### src/rtl/sprite_motion_ctl_pkg.sv
// Shared definitions for the player sprite motion controller: VGA timing bus layout,
// vertical motion state encoding and default screen constants.
package sprite_motion_ctl_pkg;

  // Bus layout, MSB first: hcount[10:0], hsync, hblnk, vcount[10:0], vsync, vblnk
  localparam int unsigned VGA_BUS_W = 26;
  typedef logic [VGA_BUS_W-1:0] vga_bus_t;

  typedef enum logic [1:0] {
    SPR_GROUND = 2'd0,
    SPR_RISE   = 2'd1,
    SPR_FALL   = 2'd2
  } spr_state_e;

  localparam int unsigned DEF_RECT_WIDTH = 48;
  localparam int unsigned DEF_X_START    = 400;
  localparam int unsigned DEF_X_MIN      = 0;
  localparam int unsigned DEF_X_MAX      = 800;
  localparam int unsigned DEF_Y_GROUND   = 500;
  localparam int unsigned DEF_X_STEP     = 4;
  localparam int unsigned DEF_JUMP_V     = 16;
  localparam int unsigned DEF_GRAVITY    = 1;
  localparam int unsigned DEF_V_MAX      = 16;
  localparam int unsigned DEF_TICK_LINE  = 600;

  function automatic logic [10:0] bus_hcount(input vga_bus_t b);
    return b[25:15];
  endfunction

  function automatic logic [10:0] bus_vcount(input vga_bus_t b);
    return b[12:2];
  endfunction

  function automatic vga_bus_t bus_pack(input logic [10:0] h, input logic [10:0] v);
    return {h, 2'b00, v, 2'b00};
  endfunction

endpackage

### src/rtl/sprite_motion_ctl_frame_tick_gen.sv
// Registered one-clock pulse at the start of a chosen scan line; usable by any
// logic that must advance exactly once per frame.
module frame_tick_gen
  import sprite_motion_ctl_pkg::*;
#(
  parameter int unsigned TICK_LINE = DEF_TICK_LINE
) (
  input  logic     clk,
  input  logic     rst,
  input  vga_bus_t vga_bus_i,
  output logic     tick_o
);

  logic match;
  logic match_q;
  logic tick_q;
  logic unused_bus_bits;

  assign unused_bus_bits = ^{vga_bus_i[14:13], vga_bus_i[1:0]};

  always_comb begin
    match = (bus_vcount(vga_bus_i) == 11'(TICK_LINE)) && (bus_hcount(vga_bus_i) == '0);
  end

  // Edge-qualified so a stalled timing bus cannot produce a second tick.
  always_ff @(posedge clk) begin
    if (rst) begin
      match_q <= 1'b0;
      tick_q  <= 1'b0;
    end else begin
      match_q <= match;
      tick_q  <= match & ~match_q;
    end
  end

  assign tick_o = tick_q;

endmodule

### src/rtl/sprite_motion_ctl.sv
// Frame-synchronous player sprite controller: horizontal stepping plus a
// jump/gravity state machine, all updated once per frame on the blanking tick.
module sprite_motion_ctl
  import sprite_motion_ctl_pkg::*;
#(
  parameter int unsigned RECT_WIDTH = DEF_RECT_WIDTH,
  parameter int unsigned X_START    = DEF_X_START,
  parameter int unsigned X_MIN      = DEF_X_MIN,
  parameter int unsigned X_MAX      = DEF_X_MAX,
  parameter int unsigned Y_GROUND   = DEF_Y_GROUND,
  parameter int unsigned X_STEP     = DEF_X_STEP,
  parameter int unsigned JUMP_V     = DEF_JUMP_V,
  parameter int unsigned GRAVITY    = DEF_GRAVITY,
  parameter int unsigned V_MAX      = DEF_V_MAX,
  parameter int unsigned TICK_LINE  = DEF_TICK_LINE
) (
  input  logic                 clk,
  input  logic                 rst,
  input  logic [VGA_BUS_W-1:0] vga_bus_in,
  input  logic                 game_en,
  input  logic                 btn_left,
  input  logic                 btn_right,
  input  logic                 btn_jump,
  output logic [9:0]           xpos,
  output logic [9:0]           ypos,
  output logic                 mirror,
  output logic                 module_en,
  output logic                 airborne
);

  localparam int unsigned X_RIGHT = X_MAX - RECT_WIDTH;

  logic       tick;
  spr_state_e state_q, state_d;
  logic [5:0] vel_q, vel_d;
  logic [9:0] xpos_q, xpos_d, ypos_q, ypos_d;
  logic       mirror_q, mirror_d, module_en_q, module_en_d, airborne_q, airborne_d;
  logic       jump_req_q, jump_req_d, btn_jump_q;
  logic       jump_rise;
  logic [10:0] x_wide, y_wide, x_sum, y_sum;
  logic [6:0]  v_sum, v_next;

  frame_tick_gen #(.TICK_LINE(TICK_LINE)) u_tick (
    .clk      (clk),
    .rst      (rst),
    .vga_bus_i(vga_bus_in),
    .tick_o   (tick)
  );

  always_comb begin
    state_d     = state_q;
    vel_d       = vel_q;
    xpos_d      = xpos_q;
    ypos_d      = ypos_q;
    mirror_d    = mirror_q;
    module_en_d = module_en_q;
    airborne_d  = airborne_q;
    jump_rise   = btn_jump & ~btn_jump_q;
    jump_req_d  = jump_req_q | jump_rise;
    x_wide      = {1'b0, xpos_q};
    y_wide      = {1'b0, ypos_q};
    x_sum       = x_wide + 11'(X_STEP);
    v_sum       = {1'b0, vel_q} + 7'(GRAVITY);
    v_next      = (v_sum > 7'(V_MAX)) ? 7'(V_MAX) : v_sum;
    y_sum       = y_wide + {4'b0, v_next};

    if (tick) begin
      // A request arriving in the tick clock is consumed here; otherwise it is dropped.
      jump_req_d  = 1'b0;
      module_en_d = game_en;
      if (game_en) begin
        if (btn_left && !btn_right) begin
          xpos_d   = (x_wide < 11'(X_MIN + X_STEP)) ? 10'(X_MIN) : 10'(x_wide - 11'(X_STEP));
          mirror_d = 1'b1;
        end else if (btn_right && !btn_left) begin
          xpos_d   = (x_sum > 11'(X_RIGHT)) ? 10'(X_RIGHT) : x_sum[9:0];
          mirror_d = 1'b0;
        end

        case (state_q)
          SPR_GROUND: begin
            if (jump_req_q || jump_rise) begin
              state_d = SPR_RISE;
              vel_d   = 6'(JUMP_V);
            end
          end
          SPR_RISE: begin
            if (y_wide < {5'b0, vel_q}) begin
              ypos_d  = '0;
              vel_d   = '0;
              state_d = SPR_FALL;
            end else begin
              ypos_d = ypos_q - {4'b0, vel_q};
              vel_d  = (vel_q > 6'(GRAVITY)) ? vel_q - 6'(GRAVITY) : '0;
              if (vel_d == '0) state_d = SPR_FALL;
            end
          end
          SPR_FALL: begin
            if (y_sum >= 11'(Y_GROUND)) begin
              ypos_d  = 10'(Y_GROUND);
              vel_d   = '0;
              state_d = SPR_GROUND;
            end else begin
              ypos_d = y_sum[9:0];
              vel_d  = v_next[5:0];
            end
          end
          default: state_d = SPR_GROUND;
        endcase
      end
      airborne_d = (state_d != SPR_GROUND);
    end
  end

  always_ff @(posedge clk) begin
    if (rst) begin
      state_q     <= SPR_GROUND;
      vel_q       <= '0;
      xpos_q      <= 10'(X_START);
      ypos_q      <= 10'(Y_GROUND);
      mirror_q    <= 1'b0;
      module_en_q <= 1'b0;
      airborne_q  <= 1'b0;
      jump_req_q  <= 1'b0;
      btn_jump_q  <= 1'b0;
    end else begin
      state_q     <= state_d;
      vel_q       <= vel_d;
      xpos_q      <= xpos_d;
      ypos_q      <= ypos_d;
      mirror_q    <= mirror_d;
      module_en_q <= module_en_d;
      airborne_q  <= airborne_d;
      jump_req_q  <= jump_req_d;
      btn_jump_q  <= btn_jump;
    end
  end

  assign xpos      = xpos_q;
  assign ypos      = ypos_q;
  assign mirror    = mirror_q;
  assign module_en = module_en_q;
  assign airborne  = airborne_q;

endmodule
### config.mk
export PLATFORM = sky130hd
export DESIGN_NAME = sprite_motion_ctl
export DESIGN_NICKNAME = d
export VERILOG_FILES = /design/src/rtl/sprite_motion_ctl_pkg.sv /design/src/rtl/sprite_motion_ctl_frame_tick_gen.sv /design/src/rtl/sprite_motion_ctl.sv
export SDC_FILE = /design/constraint.sdc
export NUM_CORES = 1
export LEC_CHECK = 0
export CAP_MARGIN = 10
export CORE_ASPECT_RATIO = 0.5
export CORE_MARGIN = 1
export CORE_UTILIZATION = 50
export CTS_BUF_LIST = sky130_fd_sc_hd__clkbuf_2
export DETAILED_ROUTE_END_ITERATION = 6
export GPL_ROUTABILITY_DRIVEN = 1
export PLACE_DENSITY = 0.8
export SYNTH_ARGS = -nofsm -noshare
export SYNTH_HDL_FRONTEND = slang
export SYNTH_HIERARCHICAL = 1
export SYNTH_SLANG_ARGS = --single-unit
export TNS_END_PERCENT = 1
### constraint.sdc
create_clock -name clk -period 3.6 [get_ports clk]
set_input_delay 0.36 -clock clk [delete_from_list [all_inputs] [get_ports clk]]
set_output_delay 0.36 -clock clk [all_outputs]
set_load 0.01 [all_outputs]
* Word-level counts from Yosys, hierarchy flattened
Cells that the tools add are included.
Operators by class: add/sub/neg operators 6, magnitude comparators 6, eq/ne operators 4, multiplexer cells 22, bitwise gates (word level) 5, reduce and logical (&&, ||, !) cells 17
Operators with widths (count):
- two-way mux 10 bit | 6
- two-way mux 6 bit | 4
- case mux 10 bit (2 select lines) | 1
- case mux 6 bit (3 select lines) | 1
- two-way mux 2 bit | 6
- adder 10 x 3 -> 11 bit (second input constant) | 1
- adder 10 x 7 -> 11 bit | 1
- equality test 11 x 10 -> 1 bit (second input constant) | 1
- >= comparator 11 x 9 -> 1 bit (second input constant) | 1
- greater-than comparator 11 x 10 -> 1 bit (second input constant) | 1
- logical NOT 11 bit | 1
- < comparator 10 x 3 -> 1 bit (second input constant) | 1
- < comparator 10 x 6 -> 1 bit | 1
- subtractor 10 x 3 -> 10 bit (second input constant) | 1
- subtractor 10 x 6 -> 10 bit | 1
- adder 6 x 1 -> 7 bit (second input constant) | 1
- greater-than comparator 7 x 5 -> 1 bit (second input constant) | 1
- two-way mux 7 bit | 1
- greater-than comparator 6 x 1 -> 1 bit (second input constant) | 1
- logical NOT 6 bit | 1
- case mux 2 bit (3 select lines) | 1
- AND reduction 3 bit | 2
- nonzero test 2 bit | 3
- subtractor 6 x 1 -> 6 bit (second input constant) | 1
- other kinds (14) | 20
Word-level totals: flip-flop bits (word level) 35, bits of input ports 32

* Logic depth before layout (Yosys ltp)
depth in word-level cells 10, gate-level depth with buffers 16, depth with buffers taken out 15

* By module
Netlist, hierarchy kept.
Modules (own cells, without submodules):
- sprite_motion_ctl | instances 1, cells an instance 383, area each 2920.3 um^2, sequential area each 620.6 um^2
- frame_tick_gen | instances 1, cells an instance 12, area each 111.4 um^2, sequential area each 40.0 um^2

* Worst setup path before layout
Ideal clock, no wire load.
path kind flip-flop to flip-flop, start reg vel_q[0], end reg ypos_q[3] (netlist: ypos[3]), library setup time 0.119 ns, arrival time 3.237 ns, data required time 3.481 ns, setup slack 0.244 ns, cell stages (with the launch flop) 15, clock period less this slack 3.356 ns, cells stage by stage dfxtp_1 buf_2 inv_1 nor3_1 nor4_1 o21ai_0 nor2_1 ha_1 a211oi_2 nor2_1 xnor2_1 a2111oi_4 a31oi_4 nor2b_1 o221a_1
On the way: cells in the longest elaborated chain, start to end 7
Ends and longest elaborated chain:
- start, declared | RTL line sprite_motion_ctl.sv:35 | logic [5:0] vel_q, vel_d;
- start signal, assigned | RTL line sprite_motion_ctl.sv:128 | vel_q <= vel_d;
- adder 6 x 1 -> 7 bit | RTL line sprite_motion_ctl.sv:63 | v_sum = {1'b0, vel_q} + 7'(GRAVITY);
- greater-than comparator 7 x 5 -> 1 bit | RTL line sprite_motion_ctl.sv:64 | v_next = (v_sum > 7'(V_MAX)) ? 7'(V_MAX) : v_sum;
- two-way mux 7 bit | RTL line sprite_motion_ctl.sv:64
- adder 10 x 7 -> 11 bit | RTL line sprite_motion_ctl.sv:65 | y_sum = y_wide + {4'b0, v_next};
- >= comparator 11 x 9 -> 1 bit | RTL line sprite_motion_ctl.sv:99 | if (y_sum >= 11'(Y_GROUND)) begin
- two-way mux 10 bit | RTL line sprite_motion_ctl.sv:99
- case mux 10 bit (2 select lines) (*) | RTL line sprite_motion_ctl.sv:80 | case (state_q)
- end signal, assigned | RTL line sprite_motion_ctl.sv:120 | ypos_q <= 10'(Y_GROUND);
- end signal, assigned | RTL line sprite_motion_ctl.sv:130 | ypos_q <= ypos_d;
- end, declared | RTL line sprite_motion_ctl.sv:36 | logic [9:0] xpos_q, xpos_d, ypos_q, ypos_d;
Mark *: on every way between the ends. The rest lies on a longest branch, timed or not. A chain may end at the register's enable or synchronous reset.

* Worst setup path after layout
start reg vel_q[0], end reg vel_q[4]
On the way: cells in the longest elaborated chain, start to end 7
Ends and longest elaborated chain (RTL line):
- adder 6 x 1 -> 7 bit | sprite_motion_ctl.sv:63
- greater-than comparator 7 x 5 -> 1 bit | sprite_motion_ctl.sv:64
- two-way mux 7 bit | sprite_motion_ctl.sv:64
- adder 10 x 7 -> 11 bit | sprite_motion_ctl.sv:65
- >= comparator 11 x 9 -> 1 bit | sprite_motion_ctl.sv:99
- two-way mux 6 bit | sprite_motion_ctl.sv:99
- case mux 6 bit (3 select lines) (*) | sprite_motion_ctl.sv:80
Marked as above.

==> qor.csv <==
stage;metric;value;unit
setup_path;start of the worst register-to-register path;vel_q[0];
routing;post-route DRC violation count;2;
setup_path;CP startpoint kind;flop;
final_layout;Util after Layout;69.26;%
synthesis;Synth cell types;72;
routing;Vias/cell;6.338;
synthesis;Synth Warn #;6;
status;failing checks;design-rule violations, negative setup slack;
floorplan;Die X;112.1;microns
final_layout;share of layout cells above drive strength 1;15.81;%
place;Placer Congestion;0.8760;
sta;final hold vios;0;
sta;Tcrit/Tclk final;101.3;%
setup_path;Worst Path Required;3.89;ns
sta;crit path time final;3.648;ns
power_and_ir_drop;Design Power;0.6438;mW
synthesis;synthesized flop and latch total;33;
hold_path;Hold Crit Depth;1;
sta;Max Fclk;274.1;MHz
place;port buffer count;48;
synthesis;cell taking the most area after synthesis;dfxtp_1;
setup_path;crit end category;flop;
place;DPL Wire Length;6476;microns
final_layout;number of diodes;0;
synthesis;post-synth top area share;21.79;%
setup_path;FF-to-FF setup slack;-0.05;ns
synthesis;synthesized cell area;3032;sq um
grt;largest net degree at the start of global routing;29;
synthesis;Post-synth EDFFs;0;
clock_network;clock sink count;33;
setup_path;Worst EP arrival;3.94;ns
routing;via count;3429;
synthesis;sequential share of the synthesized area;21.79;%
clock_network;Clk pin slew, worst setup/hold paths;0.21;ns
clock_network;H-Tree Level Count;2;
power_and_ir_drop;Worst VDD drop;0.1214;mV
hold_path;sink of the worst hold path;u_tick/tick_o;
synthesis;predominant post-synthesis flop cell;dfxtp_1;
sta;Slew @ Worst Pin;0.6940;ns
sta;Slew Viols, Final;0;
final_layout;Finished Cell Area;3919;sq um
final_layout;area grow syn2layout;29.26;%
setup_path;Reg-to-Reg End;vel_q[4];
floorplan;io pins;55;
clock_network;TritonCTS clock tree;built;
clock_network;worst-skew pair later-pin latency;0.43;ns
grt;number of global-route vias before repair;3114;
place;dpl ws;-0.1683;ns
synthesis;synth cell count leaders;a21oi_1 (33), dfxtp_1 (33), nor2_1 (31), o21ai_0 (31), inv_1 (25);
routing;drt wl/cell;16.83;microns
power_and_ir_drop;PwrDens;164.3;nW/um^2
synthesis;Syn Inst Count;395;
sta;Setup violations, final;1;
clock_network;Root Buffer;clkbuf_2;
synthesis;Post-synth ARST share;0;%
clock_network;CTS max path bufs;2;
synthesis;largest cells by area after synthesis;dfxtp_1 (22%), ha_1 (9.5%), a21oi_1 (5.4%), o21ai_0 (5.1%), nor2_1 (3.8%);
grt;total track usage;27.31;%
floorplan;Rows;19;
power_and_ir_drop;leakage power;1.421;nW
final_layout;fillers;467;
floorplan;full die area;6398;sq um
status;status;complete, but fails checks;
clock_network;CTS Buf Count;5;
flow_run;Max-Cap Viols;0;
setup_path;worst r2r path cells;15;
sta;Clock Skew;0.04110;ns
final_layout;Final #Nets;524;
routing;final wirelength;9106;microns
hold_path;Hold Path Origin;u_tick/match_q;
floorplan;Core Area;5658;sq um
place;placed cell area;3721;sq um
synthesis;synthesized area per cell;7.675;sq um
sta;final worst slack;-0.04839;ns
grt;gr ovfl total;0;
setup_path;Crit Path Category;reg -> reg;
hold_path;Hold Path Class;reg -> reg;
floorplan;Initial Utilization;53.58;%
routing;drt first pass iters;7;
grt;global-route wire length before repair;14150;microns
routing;initial drt markers;335;
sta;Slew headroom;53.56;%
floorplan;Die Y;57.06;microns
routing;Routed Antenna Nets;0;
setup_path;worst-path fanout max;4;
grt;initial antenna violation count;0;
-- repair_timing --
item                                    in CTS  in global routing
endpoints found under the setup margin      13                 15
pin swaps                                    3                  9
resized for setup                            1                 16
gates cloned                                 0                  1
hold buffers                                 0                  0
buffers inserted                             3                  4
-- critical path, stage by stage (launching register included) --
cell	delay, ns
dfxtp_2	0.41
ha_1	0.18
nand2_1	0.08
buf_4	0.15
xnor2_1	0.11
or3_1	0.36
a21oi_4	0.26
ha_4	0.20
nand2_1	0.10
o31ai_4	0.37
xnor2_2	0.14
a2111oi_4	0.46
buf_4	0.20
a31oi_2	0.14
a21oi_1	0.25
a21oi_1	0.11
-- per-stage QoR --
step | TNS, ns | cells | hold slack, ns
floorplan | 0 | 398 | 0.3895
global placement | -0.002677 | 525 | 0.3990
detailed placement | -0.4939 | 525 | 0.4014
CTS | -0.02628 | 536 | 0.4221
global route | -0.4453 | 541 | 0.4285
finish | -0.04839 | 541 | 0.4183
-- power by group --
part	switching, mW	total, mW	internal (mW)	leakage [nW]
Combinational	0.0417	0.0893	0.0476	1.13
Sequential	0.000301	0.368	0.367	0.268
Clock	0.145	0.187	0.0424	0.0278
Total	0.187	0.644	0.457	1.42
-- metal layers --
| layer | track usage, % | up-vias | routed length, microns |
|---|---|---|---|
| met5 | 0 | - | 0 |
| met4 | 8.190 | 0 | 286 |
| met3 | 4.357 | 50 | 691 |
| met2 | 48.09 | 178 | 4100 |
| met1 | 35.10 | 1595 | 4027 |
| li1 | - | 1606 | - |
-- kinds of logic after synthesis --
kind of cell / Yosys count / synth area share [%]
AND/OR/NAND/NOR: 138 / 24.93
AO/OA/AOI/OAI: 134 / 30.91
buffers and inverters: 48 / 6.768
flip-flops: 33 / 21.79
adder cells (fa/ha/maj): 25 / 10.81
XOR/XNOR: 15 / 4.333
other: 1 / 0.1237
multiplexers: 1 / 0.3302
-- cell usage in the layout (no fill, tap or decap), types with 3 or more instances in the layout --
master and n:
o31ai_1 4, nand2b_1 5, or2_2 3, xor2_1 4, and3_1 6, nor2b_1 8, ha_1 20, nand4_1 10
xnor2_2 3, a21oi_1 32, buf_4 36, o21ai_0 29, o31a_1 4, nand2_1 22, a31oi_1 9, clkbuf_2 5
nor2_1 31, clkdlybuf4s50_1 48, o2111ai_1 3, o21ai_1 4, xnor2_1 8, nor4_1 6, inv_1 25, a211o_1 3
o211ai_1 5, dfxtp_1 31, a211oi_1 5, nand3_1 14, nor3_1 14, o21a_1 4, conb_1 4
-- sequential cells by signal (all words and copies together) (netlist names), 2 cells and up --
name and count:
xpos 8, ypos 10, vel_q 6, state_q 2
-- worst max-delay path by stage --
stage,start,to,slack (ns)
3_5_place_dp,vel_q[0],ypos[3],-0.17
2_1_floorplan,vel_q[0],ypos[3],0.24
6_report,vel_q[0],vel_q[4],-0.05
3_3_place_gp,vel_q[0],ypos[3],-0.003
4_1_cts,vel_q[0],ypos[3],-0.03
5_1_grt,vel_q[1],vel_q[4],-0.14
-- cell type report --
class	instances	area, sq um	share of cell area [%]
flip-flops and latches	33	663.1	16.92
clock inverters	3	12.51	0.3193
well taps	73	91.34	2.331
multi-input cells	318	2282	58.24
repair buffers	84	750.7	19.16
inverters	25	93.84	2.395
clock buffers	5	25.02	0.6386
Power figures use the tool's default switching activity.
